$ cat src/rtl/row_window_reader.sv
// Reads three vertically adjacent rows out of a circular line buffer one column
// at a time and presents each column (top/mid/bot) to a valid/ready consumer.
module row_window_reader #(
  parameter int BITS     = 8,
  parameter int COLS     = 64,
  parameter int BUF_ROWS = 4,
  parameter int COL_W    = 6,
  parameter int ROW_W    = 2
) (
  input  logic             clk,
  input  logic             rst,
  input  logic             row_done,
  output logic             rd_en,
  output logic [ROW_W-1:0] rd_row,
  output logic [COL_W-1:0] rd_col,
  input  logic [BITS-1:0]  rd_data,
  output logic [BITS-1:0]  col_top,
  output logic [BITS-1:0]  col_mid,
  output logic [BITS-1:0]  col_bot,
  output logic             col_valid,
  input  logic             col_ready,
  output logic             row_release,
  output logic             overflow,
  output logic [2:0]       dbg_state,
  output logic [ROW_W:0]   dbg_fill,
  output logic [ROW_W-1:0] dbg_head
);

  // Handshake: a column transfers on any cycle where col_valid && col_ready;
  // col_valid stays high and the column data stays stable until that happens.

  typedef enum logic [2:0] {
    IDLE, RD_TOP, RD_MID, RD_BOT, WAIT, PRESENT, RELEASE
  } state_t;

  localparam logic [ROW_W:0]   SLOTS    = (ROW_W+1)'(BUF_ROWS);
  localparam logic [ROW_W:0]   MIN_FILL = (ROW_W+1)'(3);
  localparam logic [COL_W-1:0] LAST_COL = COL_W'(COLS-1);

  state_t             state, state_n;
  logic [COL_W-1:0]   col, col_n;
  logic [ROW_W:0]     fill_cnt;
  logic [ROW_W-1:0]   head;
  logic [ROW_W-1:0]   mid_row, bot_row;

  // Slot arithmetic wraps at BUF_ROWS; k <= 2 < BUF_ROWS so one subtract suffices.
  function automatic logic [ROW_W-1:0] slot_add(input logic [ROW_W-1:0] h,
                                                input logic [1:0] k);
    logic [ROW_W:0] s;
    s = {1'b0, h} + {{(ROW_W-1){1'b0}}, k};
    if (s >= SLOTS) s = s - SLOTS;
    return s[ROW_W-1:0];
  endfunction

  assign mid_row   = slot_add(head, 2'd1);
  assign bot_row   = slot_add(head, 2'd2);
  assign dbg_state = state;
  assign dbg_fill  = fill_cnt;
  assign dbg_head  = head;

  always_comb begin
    state_n     = state;
    col_n       = col;
    rd_en       = 1'b0;
    rd_row      = '0;
    rd_col      = '0;
    col_valid   = 1'b0;
    row_release = 1'b0;
    case (state)
      IDLE: begin
        col_n = '0;
        if (fill_cnt >= MIN_FILL) state_n = RD_TOP;
      end
      RD_TOP: begin
        rd_en   = 1'b1;
        rd_row  = head;
        rd_col  = col;
        state_n = RD_MID;
      end
      RD_MID: begin
        rd_en   = 1'b1;
        rd_row  = mid_row;
        rd_col  = col;
        state_n = RD_BOT;
      end
      RD_BOT: begin
        rd_en   = 1'b1;
        rd_row  = bot_row;
        rd_col  = col;
        state_n = WAIT;
      end
      WAIT: state_n = PRESENT;
      PRESENT: begin
        col_valid = 1'b1;
        if (col_ready) begin
          if (col == LAST_COL) begin
            state_n = RELEASE;
          end else begin
            col_n   = col + 1'b1;
            state_n = RD_TOP;
          end
        end
      end
      RELEASE: begin
        row_release = 1'b1;
        state_n     = IDLE;
      end
      default: state_n = IDLE;
    endcase
  end

  always_ff @(posedge clk) begin
    if (rst) begin
      state    <= IDLE;
      col      <= '0;
      fill_cnt <= '0;
      head     <= '0;
      overflow <= 1'b0;
      col_top  <= '0;
      col_mid  <= '0;
      col_bot  <= '0;
    end else begin
      state <= state_n;
      col   <= col_n;
      // Read data lags rd_en by one cycle, so each capture sits one state later.
      if (state == RD_MID) col_top <= rd_data;
      if (state == RD_BOT) col_mid <= rd_data;
      if (state == WAIT)   col_bot <= rd_data;
      if (state == RELEASE) begin
        head <= slot_add(head, 2'd1);
        if (!row_done) fill_cnt <= fill_cnt - 1'b1;
      end else if (row_done) begin
        if (fill_cnt < SLOTS) fill_cnt <= fill_cnt + 1'b1;
        else                  overflow <= 1'b1;
      end
    end
  end

endmodule

$ cat config.mk
export PLATFORM = sky130hd
export DESIGN_NAME = row_window_reader
export DESIGN_NICKNAME = d
export VERILOG_FILES = /design/src/rtl/row_window_reader.sv
export SDC_FILE = /design/constraint.sdc
export NUM_CORES = 1
export LEC_CHECK = 0
export CAP_MARGIN = 40
export CORE_ASPECT_RATIO = 0.8
export CORE_MARGIN = 1
export CORE_UTILIZATION = 45
export DETAILED_ROUTE_END_ITERATION = 10
export GPL_ROUTABILITY_DRIVEN = 0
export PLACE_DENSITY_LB_ADDON = 0.12
export SYNTH_ARGS = -nofsm -noshare
export SYNTH_HDL_FRONTEND = slang
export SYNTH_SLANG_ARGS = --single-unit
$ cat constraint.sdc
create_clock -name clk -period 1.7 [get_ports clk]
set_clock_uncertainty 0.05 [all_clocks]
set_input_delay 0.255 -clock clk [delete_from_list [all_inputs] [get_ports clk]]
set_output_delay 0.255 -clock clk [all_outputs]
set_load 0.02 [all_outputs]
# Word-level counts from Yosys, hierarchy flattened

Cells that the tools add are included.

Output and inout port bits: 44
Register bits after elaboration: 39

Mux-type cells: 18
Equal/unequal tests: 11
Add/sub/neg operators: 7
$lt $le $gt $ge: 4
Bitwise logic cells: 2
Reduce and logical (&&, ||, !) cells: 9

Operator list:

| kind                  | count |
|---|---|
| $mux W3               | 7 |
| $mux W6               | 3 |
| $pmux W3 S6           | 1 |
| $pmux W6 S2           | 1 |
| $eq A3 B3 Y1 const B  | 3 |
| $reduce_and A3 Y1     | 3 |
| $ne A2 B2 Y1 const B  | 4 |
| $add A6 B1 Y6 const B | 1 |
| $eq A3 B2 Y1 const B  | 2 |
| $eq A6 B6 Y1 const B  | 1 |
| $ge A3 B3 Y1 const B  | 2 |
| $pmux W2 S3           | 1 |
| $reduce_bool A2 Y1    | 3 |
| $mux W2               | 2 |
| $sub A2 B1 Y2 const B | 2 |
| $add A2 B1 Y3 const B | 1 |
| $add A2 B2 Y3 const B | 1 |
| $add A3 B1 Y3 const B | 1 |
| $eq A3 B1 Y1 const B  | 1 |
| $ge A3 B2 Y1 const B  | 1 |
| $logic_not A3 Y1      | 1 |
| $lt A3 B3 Y1 const B  | 1 |
| $mux W1               | 3 |
| $reduce_or A3 Y1      | 1 |
| other kinds (3)       | 4 |

# Depth between registers and ports, before layout

Depth after elaboration: 4
Depth in mapped cells: 6

# Least setup slack after synthesis

No wires, ideal clock.

Path type: register to output
Start: register state[0], in the netlist dbg_state[0]
End: output rd_row[1]
Slack: -0.157 ns
Buffers on the path: 1
Stages on the path, launching flop included: 6
Data required time: 1.395 ns
Arrival time: 1.552 ns
Cell sequence: dfxtp_1 -> buf_2 -> nor2_1 -> nor2b_1 -> nor2_1 -> a311oi_1

Cells in the longest elaborated chain, start to end: 2
Elaborated cells on any way between the ends: 4
Those cells by class: eq/ne (3); mux (1)

Ends and longest elaborated chain:

| item                                                | RTL line | RTL |
|---|---|---|
| from (decl)                                         | 40       | `state_t state, state_n;` |
| from (signal assigned)                              | 123      | `state <= state_n;` |
| $eq A3 B2 Y1 / $eq A3 B1 Y1 (equally long branches) | 69       | `case (state)` |
| $pmux W2 S3 *                                       | 69       |  |
| to (decl)                                           | 14       | `output logic [ROW_W-1:0] rd_row,` |

Mark *: on every way between the ends. The rest lies on a longest branch, timed or not.

# Final worst setup path

Start: register state[0], in the netlist dbg_state[0]
End: register fill_cnt[1], in the netlist dbg_fill[1]

Cells in the longest elaborated chain, start to end: 3
Elaborated cells on any way between the ends: 6
Those cells by class: eq/ne (2); mux (1); reduce/logical (3)

Ends and longest elaborated chain:

| item                                                                | RTL line | RTL |
|---|---|---|
| $eq A3 B3 Y1 *                                                      | 129      | `if (state == RELEASE) begin` |
| $ne A2 B2 Y1 (no line) / $reduce_bool A2 Y1 (equally long branches) | --       |  |
| $reduce_and A3 Y1 (no line)                                         | --       |  |
| to (signal assigned)                                                | 131      | `if (!row_done) fill_cnt <= fill_cnt - 1'b1;` |
| to (signal assigned)                                                | 133      | `if (fill_cnt < SLOTS) fill_cnt <= fill_cnt + 1'b1;` |
| to (decl)                                                           | 42       | `logic [ROW_W:0] fill_cnt;` |

Marks and branches as above.
A chain may end at the register's enable or synchronous reset.

==> run summary <==
post-route cell area: 0.00257 mm2
drt first pass iters: 7
Die Wd: 71.1 um
minimum clock period: 1690 ps
Initial Util: 48.5%
die area: 0.00407 mm2
Top Ports: 56
fillers: 304
# setup viols final: 0
Reg clk slew, reported paths: 80 ps
dpl cells: 298
ant diodes: 0
DR DRC count: 6
first-pass GRT wire length: 6660 um
Wirelength per Cell: 12.9 um
final hold violation count: 0
DR vias/cell: 5.01
Post-Syn Area per Cell: 8.76 um2
RR Startpoint: dbg_state[0]
multi-input logic area: 923 um2
Yosys reg bits: 39
Clk Latency, worst-skew pair: 280 ps
Worst-Margin Slew: 322 ps
cells after synthesis: 196
number of DRC markers in iteration 0: 105
hold path cells: 2
H-tree levels: 2
Via Count: 1547
largest net degree at the start of global routing: 18
pwr dens: 842 mW/mm2
Hold Slack: 406 ps
drt total wl: 3990 um
CTS tree: done
nets@finish: 281
share of cells above drive strength 1: 18.7%
initial antenna violation count: 0
root buffer cell: clkbuf_8
Leak Pwr: 1.03 nW
IO buf count: 55
Worst Path Required: 1840 ps
critical path launch point type: register
slew margin rel.: 77.9%
Total GRT Usage: 20.7%
Cell variety after synth: 34
critical path class: reg -> reg
flop2flop setup slack: 8 ps
Hold Path Sink: col_top[7]
worst reg2reg path depth: 7
register area: 791 um2
# rows: 19
CP Capture Type: register
Net Count, Synth: 211
GR Layer Usage met2: 34.6%
RSZ-0062 raised after global routing: yes
clk sinks: 39
synth-to-layout area growth: 49.6%
DP HPWL: 2830 um
Placed Area: 0.00241 mm2
type of the worst min-delay path: reg -> reg
fin cells: 309
Worst VDD drop: 604 uV
core box area: 0.00354 mm2
Post-DRT Antenna Nets: 0
CTS buffer count: 5
Die Span Y: 57.2 um
yosys warns: 0
Longest Clk Path Bufs: 2
MaxCap Viol Count: 0
Min-Delay Startpoint: col_top[7]
register area share after synthesis: 45.5%
critical path data arrival time: 1830 ps
vias in the first global route: 1497
synthesized area: 0.00172 mm2
final slew viol count: 0
Top Usage Layer GRT: met2
grt met3 use: 4.42%
hold_buf cts: 0
routing usage on met1: 28.0%
setup_tns: 0 ps
Fmax: 591 MHz
CP max FO: 5
R2R Path End: dbg_fill[1]
status: finished, violations left
fin crit share: 99.5%
grt ovf: 0
failing checks: DRC
[kinds of logic (layout without fill, tap and decap cells)]
logic type	Yosys count	count (layout)	synth area share, %
buffers and inverters	14	85	3.43
adders and majority gates	3	3	2.62
DFF	39	39	45.5
and+or+nand+nor	86	86	24.2
AOI/OAI and AO/OA	30	30	10.7
muxes	18	18	10.5
xor gates and xnor gates	6	6	3.06
[cells in the final DEF (no fill, tap or decap), types with 2 or more instances in the layout]
cell type	Yosys	layout
nand2_1	25	25
dlygate4sd2_1	0	4
clkdlybuf4s50_1	0	40
clkbuf_8	0	7
clkbuf_2	0	3
or3_1	4	4
buf_4	0	14
xnor2_1	4	4
inv_1	4	4
dfxtp_2	0	2
nand3b_1	2	2
mux2i_1	18	18
and2_1	9	9
nor2b_1	2	2
buf_2	5	3
dfxtp_1	39	35
dfxtp_4	0	2
a211oi_1	2	2
clkdlybuf4s15_2	0	2
a21oi_1	16	15
buf_6	0	5
o21ai_0	7	7
nor2_4	0	2
nand3_1	3	3
nand2b_1	2	2
nor2_1	30	28
xor2_1	2	2
[routing by layer]
metal,up-vias,routed length (um)
met4,0,31
met5,-,0
met3,5,207
met1,697,1910
li1,801,-
met2,44,1840
[synthesized netlist by cell type]
| master | n | share of area (%) |
|---|---|---|
| a211oi_1 | 2 | 0.87 |
| a21oi_1 | 16 | 4.7 |
| a221oi_1 | 1 | 0.51 |
| a311oi_1 | 1 | 0.51 |
| a31oi_1 | 1 | 0.36 |
| and2_1 | 9 | 3.3 |
| and3b_1 | 1 | 0.51 |
| and4_1 | 1 | 0.51 |
| and4b_2 | 1 | 0.66 |
| buf_2 | 5 | 1.5 |
| clkbuf_1 | 5 | 1.1 |
| dfxtp_1 | 39 | 45 |
| fa_1 | 1 | 1.2 |
| ha_1 | 2 | 1.5 |
| inv_1 | 4 | 0.87 |
| mux2i_1 | 18 | 10 |
| nand2_1 | 25 | 5.5 |
| nand2b_1 | 2 | 0.73 |
| nand3_1 | 3 | 0.87 |
| nand3b_1 | 2 | 0.87 |
| nand4_1 | 1 | 0.36 |
| nand4b_1 | 1 | 0.51 |
| nor2_1 | 30 | 6.6 |
| nor2b_1 | 2 | 0.73 |
| nor3_2 | 1 | 0.58 |
| o21ai_0 | 7 | 2.0 |
| o22ai_4 | 1 | 1.2 |
| o32a_1 | 1 | 0.58 |
| or2_0 | 1 | 0.36 |
| or2_1 | 1 | 0.36 |
| or2_2 | 1 | 0.36 |
| or3_1 | 4 | 1.5 |
| xnor2_1 | 4 | 2.0 |
| xor2_1 | 2 | 1.0 |
[metrics by stage]
step	power, mW	utilization (%)	worst slack [ps]
final	2.16	72.5	8.25
after global routing	2.26	72.5	-149
after CTS	2.15	71.7	-101
after detailed placement	1.45	68.1	-74.4
after global placement	1.44	68.1	-71.7
after floorplan	1.26	-	10.8
[critical path, cell delays in order, from the launching register on]
cell and delay (ps):
dfxtp_4 370, buf_6 120, nand3b_1 180, buf_6 150, buf_6 120, mux2i_1 280, nor2_1 90, a211oi_1 240
[worst max-delay path by stage]
stage | from | endpoint | slack (ps) | cells after the start
floorplan | dbg_state[0] | rd_row[1] | 10 | 5
global placement | dbg_state[0] | rd_row[1] | -70 | 5
detailed placement | dbg_state[0] | rd_row[1] | -70 | 5
CTS | dbg_state[0] | rd_col[2] | -100 | 6
global route | dbg_state[0] | dbg_fill[1] | -150 | 7
finish | dbg_state[0] | dbg_fill[1] | 8 | 7
[power by group]
part / internal (mW) / switching, mW
sequential: 0.952 / 0.0360
combinational: 0.239 / 0.252
clock: 0.369 / 0.313
[state kept, by name (all words and copies together), names as in the netlist]
signal and count:
overflow 1, dbg_state 3, col 6, dbg_head 2, col_top 8, col_mid 8, dbg_fill 3, col_bot 8
[final cells by class]
cell class	count	share of cell area [%]
multi-input combinational	143	36.0
sequential	39	30.8
timing repair buffer	73	26.6
clock buffer	7	3.75
tap	42	2.05
inverter	4	0.585
clock inverter	1	0.292
[timing repair]
item                                    4_1_cts  5_1_grt
endpoints found under the hold margin         0        0
gates resized for setup                      32       26
pin swaps                                     1        6
endpoints found under the setup margin       15       14
buffers inserted                              3        0
(Power assumes the default switching activity.)
